**src/rtl/tanh_pkg.sv**
```systemverilog
// rtl/tanh_pkg.sv - shared constants and knot table for the tanh unit
package tanh_pkg;

  localparam int BITWIDTH  = 18;
  localparam int FRAC_BITS = 12;
  localparam int SEG_BITS  = 5;
  localparam int OFS_BITS  = 9;

  // Knot values are non-negative and never exceed 4093, so 12 bits suffice.
  localparam int Y_BITS    = 12;
  localparam int KNOTS     = 33;
  localparam int PROD_BITS = Y_BITS + OFS_BITS;

  // Half an output LSB after the right shift by OFS_BITS.
  localparam int ROUND_HALF = 1 << (OFS_BITS - 1);

  // |x| >= 4.0 saturates to the last knot.
  localparam logic [BITWIDTH-1:0] SAT_THRESHOLD = 18'h04000;

  // round_half_up(4096 * tanh(k/8)) for k = 0..32.
  localparam logic [Y_BITS-1:0] KNOT_Y [KNOTS] = '{
    12'd0,    12'd509,  12'd1003, 12'd1468, 12'd1893, 12'd2272, 12'd2602, 12'd2883,
    12'd3119, 12'd3315, 12'd3475, 12'd3604, 12'd3707, 12'd3790, 12'd3856, 12'd3908,
    12'd3949, 12'd3981, 12'd4006, 12'd4026, 12'd4041, 12'd4053, 12'd4063, 12'd4070,
    12'd4076, 12'd4080, 12'd4084, 12'd4086, 12'd4089, 12'd4090, 12'd4091, 12'd4092,
    12'd4093
  };

  // First pipeline stage: everything needed to interpolate and restore the sign.
  typedef struct packed {
    logic                sign;
    logic                sat;
    logic [OFS_BITS-1:0] ofs;
    logic [Y_BITS-1:0]   y_lo;
    logic [Y_BITS-1:0]   y_hi;
  } stage1_t;

endpackage

```
**src/rtl/tanh_lut.sv**
```systemverilog
// rtl/tanh_lut.sv - combinational dual-read ROM of the tanh knot table
module tanh_lut
  import tanh_pkg::*;
(
  input  logic [SEG_BITS-1:0] seg,
  output logic [Y_BITS-1:0]   y_lo,
  output logic [Y_BITS-1:0]   y_hi
);

  logic [SEG_BITS:0] idx_lo;
  logic [SEG_BITS:0] idx_hi;

  // Read the knots bounding segment seg; seg = 31 reaches the extra 33rd knot.
  always_comb begin
    idx_lo = {1'b0, seg};
    idx_hi = idx_lo + (SEG_BITS + 1)'(1);
    y_lo   = KNOT_Y[idx_lo];
    y_hi   = KNOT_Y[idx_hi];
  end

endmodule

```
**src/rtl/tanh.sv**
```systemverilog
// rtl/tanh.sv - two-stage piecewise-linear fixed-point tanh
module tanh
  import tanh_pkg::*;
#(
  parameter int BITWIDTH = tanh_pkg::BITWIDTH
) (
  input  logic [BITWIDTH-1:0] operand,
  input  logic                clock,
  input  logic                reset,
  output logic [BITWIDTH-1:0] result
);

  logic                sign_in;
  logic [BITWIDTH-1:0] mag;
  logic                sat_in;
  logic [SEG_BITS-1:0] seg;
  logic [OFS_BITS-1:0] ofs;
  logic [Y_BITS-1:0]   y_lo;
  logic [Y_BITS-1:0]   y_hi;

  stage1_t             s1;

  logic [Y_BITS-1:0]   delta;
  logic [PROD_BITS-1:0] prod;
  logic [Y_BITS-1:0]   interp;
  logic [Y_BITS-1:0]   mag_out;
  logic [BITWIDTH-1:0] mag_ext;
  logic [BITWIDTH-1:0] signed_out;

  // Fold to magnitude; -0x20000 folds to itself, which still trips saturation.
  always_comb begin
    sign_in = operand[BITWIDTH-1];
    mag     = sign_in ? (~operand + BITWIDTH'(1)) : operand;
    sat_in  = (mag >= SAT_THRESHOLD);
    seg     = mag[FRAC_BITS+1:OFS_BITS];
    ofs     = mag[OFS_BITS-1:0];
  end

  tanh_lut u_lut (
    .seg  (seg),
    .y_lo (y_lo),
    .y_hi (y_hi)
  );

  // Stage 1: capture sign, saturation, segment offset and bounding knots.
  always_ff @(posedge clock or posedge reset) begin
    if (reset) begin
      s1 <= '0;
    end else begin
      s1.sign <= sign_in;
      s1.sat  <= sat_in;
      s1.ofs  <= ofs;
      s1.y_lo <= y_lo;
      s1.y_hi <= y_hi;
    end
  end

  // Interpolate with round-half-up, saturate, then restore the sign.
  always_comb begin
    delta      = s1.y_hi - s1.y_lo;
    prod       = PROD_BITS'(delta) * PROD_BITS'(s1.ofs);
    interp     = Y_BITS'((prod + PROD_BITS'(ROUND_HALF)) >> OFS_BITS);
    mag_out    = s1.sat ? KNOT_Y[KNOTS-1] : (s1.y_lo + interp);
    mag_ext    = BITWIDTH'(mag_out);
    signed_out = s1.sign ? (~mag_ext + BITWIDTH'(1)) : mag_ext;
  end

  // Stage 2: registered signed result.
  always_ff @(posedge clock or posedge reset) begin
    if (reset) begin
      result <= '0;
    end else begin
      result <= signed_out;
    end
  end

endmodule

```
**config.mk**
```make
export PLATFORM = sky130hd
export DESIGN_NAME = tanh
export DESIGN_NICKNAME = d
export VERILOG_FILES = /design/src/rtl/tanh_pkg.sv /design/src/rtl/tanh_lut.sv /design/src/rtl/tanh.sv
export SDC_FILE = /design/constraint.sdc
export NUM_CORES = 1
export LEC_CHECK = 0
export CAP_MARGIN = 20
export CORE_ASPECT_RATIO = 1.25
export CORE_MARGIN = 2
export CORE_UTILIZATION = 25
export DETAILED_ROUTE_END_ITERATION = 8
export GPL_ROUTABILITY_DRIVEN = 0
export HOLD_SLACK_MARGIN = 0.15
export PLACE_DENSITY = 0.41
export REMOVE_ABC_BUFFERS = 1
export SETUP_SLACK_MARGIN = 0.1
export SKIP_LAST_GASP = 1
export SLEW_MARGIN = 25
export SYNTH_ARGS = -nofsm -noshare
export SYNTH_HDL_FRONTEND = slang
export SYNTH_SLANG_ARGS = --single-unit
export TNS_END_PERCENT = 30
```
**constraint.sdc**
```tcl
create_clock -name clock -period 8.4 [get_ports clock]
set_input_delay 0.84 -clock clock [delete_from_list [all_inputs] [get_ports clock]]
set_output_delay 0.84 -clock clock [all_outputs]
set_load 0.03 [all_outputs]
```
==> results.ini <==
[routing]
routed_wirelength_mm = 22.0
post_drt_via_cell_ratio = 4.73
ant_nets = 0
wire_per_inst_um = 16.2
dr.pass1.iters = 5
drtIter0Drc = 332
num_vias = 6400
drc = 0

[logic_synthesis]
ys_ff_latch = 53
ys_warn_count = 0
ys_types = 72
synth_top_family_by_area = adder cells
syn_inst = 883
async_flop_share_pct = 100
synth-compound-area-share_pct = 16.9
synthAdderAreaFrac_pct = 32.9
synth_flop_cell = dfrtp_1
ys_seq_area_share_pct = 17.3
synth_edf_count = 0
synth_xor_area_share_pct = 5.70
synth_area_um2 = 7640
synthMuxAreaShare_pct = 0.655
yosys.area_share.simple_pct = 19.6
avgSynthCellArea_um2 = 8.66

[setup_path]
arrival_ps = 8130
path_class = flip-flop to flip-flop
critPathMostFrequentCell = fa_1
crit_fanout = 3
r2r_start = s1[13]
worstSetupStartpoint = s1[13]
critPathCaptureType = flip-flop
cp.required_ps = 8590
crit_path_start_kind = flip-flop
crit_slowest_cell = fa_1
r2r_cells = 33
max_stage_delay_ps = 550

[sta]
maxSlewViolCount = 0
timing.final.crit_share_pct = 94.5
max_freq_ghz = 0.126
slew_headroom_pct = 32.5
fin_crit_ps = 7940
finalHoldViolations = 0
tightest_slew_ps = 1000
setup_violations = 0
final.setup_skew_ps = 6.98
rsz0062_at_grt = false
hold-worst-slack_ps = 718

[global_routing]
grt_pass1_wl_mm = 36.1
grt_start_max_net_pins = 54
gr-total-overflow = 0
antenna_found_initial = 1
grt_pass1_vias = 6689
track_usage_pct = 14.1

[final_layout]
final_common_cell = inv_1
regArea_um2 = 1330
layout-drive-gt1-share_pct = 13.9
n_fill_cell = 3154
multiInputGateArea_um2 = 6040
area_delta_synth_final_pct = 20.8
most-common-layout-cells = inv_1 (95), nand2_1 (86), ha_1 (81), fa_1 (70), buf_4 (64)
finish.utilization_pct = 30.7
diodes = 0
final_nets = 1130

[clock_network]
clock-root-buffer = clkbuf_16
clk_latency_ps = 300
numCtsBuffers = 5
cts_hold_buf = 0
cts_sinks = 53
cts_tree = built
clkTransAtPathRegs_ps = 70
clockBufferDepth = 2
htreeDepth = 2

[hold_path]
holdCritStartpoint = s1[34]
whs_path_depth = 1
worstHoldPathType = flip-flop to flip-flop

[placement]
port_buffers = 37
dp_hpwl_mm = 17.7

[floorplan]
rows = 71
die_y_um = 200
ios = 38
die_width_um = 160
die_area_um2 = 32000
initial_utilization_pct = 25.4
core_um2 = 30100

[outcome]
outcome = finished, final reports clean

[flow_run]
cap_violations = 0

[final timing paths]
check,endpoint,slack (ps)
max reg2reg,result[13],460
min in group asynchronous,result[6],1060
min reg2reg,result[17],720
max in group asynchronous,s1[12],6900
min,result[17],720
max,result[13],460
[synthesized netlist by cell type (5+ instances only)]
library cell | instances | area share [%]
o31ai_1 | 10 | 0.98
ha_1 | 86 | 14
xnor2_1 | 33 | 3.8
nor2b_1 | 16 | 1.3
o211ai_1 | 10 | 0.98
o21ai_0 | 41 | 2.7
inv_1 | 97 | 4.8
a21o_1 | 7 | 0.69
dfrtp_1 | 53 | 17
mux2i_1 | 5 | 0.65
fa_1 | 72 | 19
a21oi_1 | 42 | 2.7
nor2_1 | 57 | 2.8
nand2_1 | 86 | 4.2
a211oi_1 | 13 | 1.3
xor2_1 | 8 | 0.92
nor3_1 | 22 | 1.4
a311oi_1 | 5 | 0.57
clkbuf_1 | 30 | 1.5
a31oi_1 | 12 | 0.98
and2_1 | 49 | 4.0
or3_1 | 5 | 0.41
buf_2 | 6 | 0.39
nand2b_1 | 13 | 1.1
nand3_1 | 16 | 1.0
o21a_1 | 10 | 0.98
[logic make-up (layout without fill, tap and decap cells)]
| kind of cell | Yosys count | in the layout |
|---|---|---|
| buffers and inverters | 138 | 208 |
| AO/OA/AOI/OAI | 188 | 188 |
| XOR/XNOR | 45 | 45 |
| AND/OR/NAND/NOR | 296 | 296 |
| adder cells (fa/ha/maj) | 158 | 158 |
| multiplexers | 5 | 5 |
| flip-flops | 53 | 53 |
[worst max-delay path: cells and delay by family, from the launching register on]
family | cells | cell delay, ps
AOI/OAI and AO/OA | 14 | 2510
and+or+nand+nor | 5 | 880
xor gates and xnor gates | 2 | 290
buffers and inverters | 4 | 410
adders and majority gates | 8 | 3340
DFF | 1 | 370
[layout make-up]
class,instances,share of cell area [%]
Multi-Input combinational cell,692,65.4
Sequential cell,53,14.4
Timing Repair Buffer,101,9.21
Tap cell,401,5.43
Inverter,99,4.02
Clock buffer,6,1.40
Clock inverter,2,0.149
[routing by layer]
layer	vias up	wire [µm]	GRT usage, %	share of wire (%)
met3	20	343	0.747	1.6
met2	80	11500	25.9	52
met4	0	262	2.70	1.2
li1	3139	-	-	-
met5	-	0	0	0
met1	3161	9860	18.3	45
[stage by stage]
stage	setup TNS, ps	cell area [µm²]	instances	setup WS (ps)
after floorplan	0	7490	844	248
after global placement	-555	8800	1340	-110
after detailed placement	-517	8800	1340	-86.1
after CTS	0	8990	1349	118
after global routing	0	9240	1354	89.9
final	0	9240	1354	459
[state kept, by name (all words and copies together) (netlist names)]
name	cells
result	18
s1	35
[what timing repair did]
action / 4_1_cts / 5_1_grt
gates resized for setup: 11 / 42
gates cloned: 0 / 0
setup endpoints to repair: 9 / 12
buffers inserted: 1 / 5
pin swaps: 4 / 29
Power is not shown: default switching activity piles up to over one toggle a cycle in this logic, so the estimate is an artifact.
